[config.mk]
export PLATFORM = sky130hd
export DESIGN_NAME = fetch_queue_flat
export DESIGN_NICKNAME = d
export VERILOG_FILES = /design/src/rtl/fetch_queue_if.sv /design/src/rtl/fetch_queue.sv /design/src/flat_wrapper.sv
export SDC_FILE = /design/constraint.sdc
export NUM_CORES = 1
export LEC_CHECK = 0
export ABC_CLOCK_PERIOD_IN_PS = 2840
export CAP_MARGIN = 40
export CORE_UTILIZATION = 51
export CTS_CLUSTER_SIZE = 16
export DETAILED_ROUTE_END_ITERATION = 12
export GPL_TIMING_DRIVEN = 0
export PLACE_DENSITY_LB_ADDON = 0.12
export SLEW_MARGIN = 0
export SYNTH_ARGS = -nofsm -noshare
export SYNTH_HDL_FRONTEND = slang
export SYNTH_SLANG_ARGS = --single-unit
[constraint.sdc]
create_clock -name clk -period 2.84 [get_ports clk]
set_clock_uncertainty 0.2 [all_clocks]
set_input_delay 0.284 -clock clk [delete_from_list [all_inputs] [get_ports clk]]
set_output_delay 0.284 -clock clk [all_outputs]
set_load 0.1 [all_outputs]
[src/rtl/fetch_queue_if.sv]
// Fetch bus bundle: redirect input, instruction-memory request/response, and decode handshake.
// The fetch queue connects through the master modport; the memory/decode environment uses slave.
interface fetch_queue_if #(
    parameter int XLEN = 32,
    parameter int IW   = 32
);
    logic            redirect;
    logic [XLEN-1:0] redirect_pc;
    logic            imem_req;
    logic [XLEN-1:0] imem_addr;
    logic            imem_gnt;
    logic            imem_rvalid;
    logic [IW-1:0]   imem_rdata;
    logic            d_valid;
    logic            d_ready;
    logic [IW-1:0]   d_inst;
    logic [XLEN-1:0] d_pc;

    modport master (
        input  redirect, redirect_pc, imem_gnt, imem_rvalid, imem_rdata, d_ready,
        output imem_req, imem_addr, d_valid, d_inst, d_pc
    );

    modport slave (
        output redirect, redirect_pc, imem_gnt, imem_rvalid, imem_rdata, d_ready,
        input  imem_req, imem_addr, d_valid, d_inst, d_pc
    );
endinterface

[src/rtl/fetch_queue.sv]
// Instruction fetch queue: issues word fetches, buffers in-order responses for decode, flushes on redirect.
// Optional macro FETCH_QUEUE_BYPASS_EN forwards a response straight to decode when the queue is empty.
module fetch_queue #(
    parameter int              XLEN     = 32,
    parameter int              IW       = 32,
    parameter int              DEPTH    = 4,
    parameter logic [XLEN-1:0] RESET_PC = '0
) (
    input logic           clk,
    input logic           rst,
    fetch_queue_if.master bus
);
    localparam int AW = $clog2(DEPTH);
    localparam int CW = AW + 1;
    localparam logic [CW:0] DEPTH_C = (CW+1)'(DEPTH);

    logic [CW-1:0]   occ;
    logic [CW-1:0]   outst;
    logic [CW-1:0]   outst_next;
    logic [CW-1:0]   discard;
    logic [AW-1:0]   wr_ptr;
    logic [AW-1:0]   rd_ptr;
    logic [XLEN-1:0] fetch_pc;
    logic [XLEN-1:0] resp_pc;
    logic [XLEN-1:0] resp_pc4;
    logic [IW-1:0]   inst_mem [DEPTH];
    logic [XLEN-1:0] pc_mem   [DEPTH];

    logic req, req_fire, rsp_ok, rsp_drop, rsp_take, bypass, push, pop, head_valid;

    // Request side: in-flight plus buffered never exceeds DEPTH, so pushes always find room
    assign head_valid = (occ != '0);
    assign req        = !rst && !bus.redirect && (({1'b0, occ} + {1'b0, outst}) < DEPTH_C);
    assign req_fire   = req && bus.imem_gnt;

    // Response side: a response with nothing outstanding is stray and leaves state untouched
    assign rsp_ok     = bus.imem_rvalid && (outst != '0);
    assign rsp_drop   = rsp_ok && (discard != '0);
    assign rsp_take   = rsp_ok && (discard == '0);
    assign resp_pc4   = resp_pc + XLEN'(4);
    assign outst_next = outst + CW'(req_fire) - CW'(rsp_ok);

`ifdef FETCH_QUEUE_BYPASS_EN
    assign bypass = rsp_take && !head_valid && bus.d_ready && !bus.redirect;
`else
    assign bypass = 1'b0;
`endif

    assign push = rsp_take && !bypass;
    assign pop  = head_valid && bus.d_ready && !bus.redirect;

    assign bus.imem_req  = req;
    assign bus.imem_addr = {fetch_pc[XLEN-1:2], 2'b00};
    assign bus.d_valid   = (head_valid || bypass) && !bus.redirect;
    assign bus.d_inst    = head_valid ? inst_mem[rd_ptr] : (bypass ? bus.imem_rdata : '0);
    assign bus.d_pc      = head_valid ? pc_mem[rd_ptr]   : (bypass ? resp_pc4     : '0);

    always_ff @(posedge clk or posedge rst) begin
        if (rst) begin
            occ      <= '0;
            outst    <= '0;
            discard  <= '0;
            wr_ptr   <= '0;
            rd_ptr   <= '0;
            fetch_pc <= RESET_PC;
            resp_pc  <= RESET_PC;
        end else begin
            outst <= outst_next;
            if (bus.redirect) begin
                // Everything still in flight at this edge belongs to the abandoned path
                occ      <= '0;
                wr_ptr   <= '0;
                rd_ptr   <= '0;
                fetch_pc <= bus.redirect_pc;
                resp_pc  <= bus.redirect_pc;
                discard  <= outst_next;
            end else begin
                occ <= occ + CW'(push) - CW'(pop);
                if (push)     wr_ptr   <= wr_ptr + AW'(1);
                if (pop)      rd_ptr   <= rd_ptr + AW'(1);
                if (req_fire) fetch_pc <= fetch_pc + XLEN'(4);
                if (rsp_take) resp_pc  <= resp_pc4;
                if (rsp_drop) discard  <= discard - CW'(1);
            end
        end
    end

    // Queue storage is data only; validity is tracked by occ
    always_ff @(posedge clk) begin
        if (push) begin
            inst_mem[wr_ptr] <= bus.imem_rdata;
            pc_mem[wr_ptr]   <= resp_pc4;
        end
    end
endmodule
[src/flat_wrapper.sv]
// flat-port wrapper written by rule: the top's interface ports become plain ports
module fetch_queue_flat 
#(
    parameter int              XLEN     = 32,
    parameter int              IW       = 32,
    parameter int              DEPTH    = 4,
    parameter logic [XLEN-1:0] RESET_PC = '0
)
  (clk, rst, bus_redirect, bus_redirect_pc, bus_imem_gnt, bus_imem_rvalid, bus_imem_rdata, bus_d_ready, bus_imem_req, bus_imem_addr, bus_d_valid, bus_d_inst, bus_d_pc);
  fetch_queue_if #(.XLEN(XLEN), .IW(IW)) bus_i ();
  input logic clk;
  input logic rst;
  input wire logic [$bits(bus_i.redirect)-1:0] bus_redirect;
  input wire logic [$bits(bus_i.redirect_pc)-1:0] bus_redirect_pc;
  input wire logic [$bits(bus_i.imem_gnt)-1:0] bus_imem_gnt;
  input wire logic [$bits(bus_i.imem_rvalid)-1:0] bus_imem_rvalid;
  input wire logic [$bits(bus_i.imem_rdata)-1:0] bus_imem_rdata;
  input wire logic [$bits(bus_i.d_ready)-1:0] bus_d_ready;
  output wire logic [$bits(bus_i.imem_req)-1:0] bus_imem_req;
  output wire logic [$bits(bus_i.imem_addr)-1:0] bus_imem_addr;
  output wire logic [$bits(bus_i.d_valid)-1:0] bus_d_valid;
  output wire logic [$bits(bus_i.d_inst)-1:0] bus_d_inst;
  output wire logic [$bits(bus_i.d_pc)-1:0] bus_d_pc;
  assign bus_i.redirect = bus_redirect;
  assign bus_i.redirect_pc = bus_redirect_pc;
  assign bus_i.imem_gnt = bus_imem_gnt;
  assign bus_i.imem_rvalid = bus_imem_rvalid;
  assign bus_i.imem_rdata = bus_imem_rdata;
  assign bus_i.d_ready = bus_d_ready;
  assign bus_imem_req = bus_i.imem_req;
  assign bus_imem_addr = bus_i.imem_addr;
  assign bus_d_valid = bus_i.d_valid;
  assign bus_d_inst = bus_i.d_inst;
  assign bus_d_pc = bus_i.d_pc;
  fetch_queue #(.XLEN(XLEN), .IW(IW), .DEPTH(DEPTH), .RESET_PC(RESET_PC)) u_core (.clk(clk), .rst(rst), .bus(bus_i));
endmodule
==> impl_metrics.toml <==
[placed_design]
globalplace.congestion = 0.879
place_hpwl_um = 22100
detailedPlace.worstSlack_ns = -0.764
port_buffers = 164

[run_status]
failed_checks = "setup timing"
outcome = "finished, violations left"

[timing]
fin_crit_sh_pct = 111
relSlewSlack_pct = 41.2
max_freq_mhz = 319
setup_slack_ns = -0.299
finalHoldViolations = 0
min_period_ns = 3.14
rsz0062_at_grt = "true"
finalSetupViolCount = 8
drv_slew = 0
tightest_slew_ns = 0.882

[synth]
synth-xor-area-share_pct = 4.04
synth.avg_cell_area_um2 = 15.1
synth_top_family_by_area = "simple AND/OR/NAND/NOR gates"
synth_seq_area_share_pct = 66.9
synthArstFlopShare_pct = 22.7
synth-main-ff-cell = "edfxtp_1"
synth_edf_count = 256
synthAdderAreaFrac_pct = 1.50
yosys.area_share.simple_pct = 10.6
muxShareOfSynthArea_pct = 10.3
ys_types = 44
ys_ff_latch = 331
synth_cells = 947
netlist_area_mm2 = 0.0143
synth_compound_area_share_pct = 4.39
yosysWarningCount = 0

[cts]
cts_tree = "yes"
root_buffer = "clkbuf_16"
cts-htree-levels = 2
clock_sinks = 331
cts_max_path_buffers = 3
clkTransAtPathRegs_ns = 0.06
numCtsBuffers = 36
insertion_delay_ns = 0.51
cts_hold_buffers = 0

[grt]
antenna_found_initial = 0
grtUsageTotal_pct = 23.7
grt_start_max_net_pins = 53
grt_pass1_wl_um = 51600
grt_pass1_vias = 9381
overflow = 0

[die]
core-area_mm2 = 0.0273
die_x_um = 169
rows = 60
die_area_mm2 = 0.0287
num_io_pins = 168
start_util_pct = 52.5
die_h_um = 169

[finish]
drive_above_1_share_pct = 27.4
insertedDiodeCount = 0
syn_to_final_growth_pct = 36.0
finalNetCount = 1300

[drt]
drtAntennaViolNets = 0
drt-wirelength-per-cell_um = 20.5
routed_via_density = 5.64
drt_iter0_markers = 754
dr.pass1.iters = 6
drc_errors = 0
drt_wl_total_um = 33000
dr_total_vias = 9097

[power_and_ir_drop]
ir_worst_vdd_uv = 526
p_leak_nw = 6.86
power_density_mw_per_mm2 = 1090
power_mw = 21.3

[critical_path]
crit_path_max_fanout = 2
end_kind = "flop"
required_ns = 3.08
cp.arrival_ns = 3.37
crit_type = "reg2reg"
critPathLaunchType = "flop"

[job]
drv_cap = 0

[worst_hold_path]
hold_class = "in2async"
-- per-stage QoR --
stage	hold WS, ns	cells	TNS, ns	cell area [um^2]	util [%]
finish	0.0442	1612	-0.757	19500	71.4
global route	0.0795	1612	-1.69	19500	71.4
CTS	0.0415	1611	-3.48	19400	71.1
detailed placement	0.302	1590	-38.32	18200	66.9
global placement	0.297	1484	-263.32	16500	60.6
floorplan	0.183	948	-0.843	14400	-
-- cells by family (layout without fill, tap and decap cells) --
group,count (synthesis),count (layout)
AO/OA/AOI/OAI,97,97
adder cells (fa/ha/maj),16,16
XOR/XNOR,66,66
buffers and inverters,81,373
AND/OR/NAND/NOR,288,288
other,1,2
flip-flops,331,331
multiplexers,67,67
-- routing by layer --
layer  track usage [%]  vias up  wire (um)
li1                  -     4148          -
met1              31.0     4505      13700
met2              40.1      373      16500
met3              4.41       71       1920
met4              8.03        0        913
met5                 0        -          0
-- critical path, cell delays in order (launching register included) --
cell      delay (ns)
dfrtp_1         0.42
ha_4            0.17
or4_4           0.56
or4b_4          0.53
clkinv_4        0.07
buf_8           0.10
ha_4            0.11
inv_2           0.03
fa_2            0.34
xnor2_2         0.15
xnor2_1         0.19
nand2_1         0.08
o21ai_1         0.10
-- flip-flops by register name, indices dropped and copies added (netlist names) --
signal,count
u_core.fetch_pc,30
u_core.inst_mem,128
u_core.wr_ptr,2
u_core.discard,3
u_core.outst,3
u_core.pc_mem,128
u_core.rd_ptr,2
u_core.occ,3
u_core.resp_pc,32
-- layout by cell type, fill, tap and decap left out, types with 15 or more instances in the layout --
cell type and count:
buf_8 40, nor3_1 15, nand2_1 69, nand3_1 32, xnor2_1 34, mux4_2 64
clkdlybuf4s50_1 98, buf_4 30, nor2_1 34, and2_1 34, and2_4 31, xor2_1 31
o211ai_1 16, buf_12 63, o21ai_0 38, nand4_1 21, edfxtp_1 256, inv_1 16
clkbuf_1 40, dfrtp_1 73, clkbuf_16 38
-- synth_stat cells, drive strengths merged (3+ instances only) --
cell / n / share of area, %
buf: 17 / 0.57
edfxtp: 256 / 54
o21ai: 46 / 1.6
and2: 69 / 3.0
ha: 14 / 1.2
mux4: 64 / 10
dfrtp: 75 / 13
or3: 4 / 0.17
xnor2: 35 / 2.1
nor2b: 4 / 0.17
xor2: 31 / 1.9
mux2: 3 / 0.24
nand3: 33 / 1.2
o211ai: 16 / 0.84
a31oi: 7 / 0.31
inv: 18 / 0.47
nand4: 21 / 0.92
nand2: 71 / 1.9
nor3: 16 / 0.56
nor2: 35 / 0.92
o311ai: 19 / 1.2
clkbuf: 45 / 1.2
and4: 5 / 0.31
a21oi: 3 / 0.10
and3: 15 / 0.66
or4: 3 / 0.18
nor4: 8 / 0.35
-- final timing paths --
check	from	endpoint	slack (ns)	cells past startpoint
max in group asynchronous	rst	u_core.occ[1]	1.82	3
worst max register to register	u_core.outst[2]	u_core.discard[2]	-0.30	12
worst min-delay path	rst	u_core.fetch_pc[15]	0.04	2
worst max-delay path	u_core.outst[2]	u_core.discard[2]	-0.30	12
worst min register to register	u_core.resp_pc[1]	u_core.pc_mem[1][1]	0.32	0
min in group clk	bus_redirect	u_core.resp_pc[19]	0.09	3
-- area by class of cell --
cell class                 count  area [um^2]
clock inverter                17          124
buffer                        61          402
inverter                      19         78.8
tap                          372          465
fill                        1708         7800
clock buffer                  47          983
timing repair buffer         229         3200
sequential                   331         9570
multi-input combinational    536         4630
-- power by group --
part,internal (mW),switching [mW],total [mW]
Combinational,4.35,6.65,11.0
Sequential,5.68,0.239,5.92
Clock,2.54,1.82,4.36
Total,12.6,8.71,21.3
-- what timing repair did --
| action | 4_1_cts | 5_1_grt |
|---|---|---|
| endpoints found under the setup margin | 101 | 67 |
| endpoints found under the hold margin | 0 | 0 |
| pin swaps | 6 | 9 |
| gates cloned | 1 | 1 |
| buffers inserted | 16 | 10 |
| gates resized for setup | 140 | 48 |
Note: power is estimated with default switching activity, not from simulation.
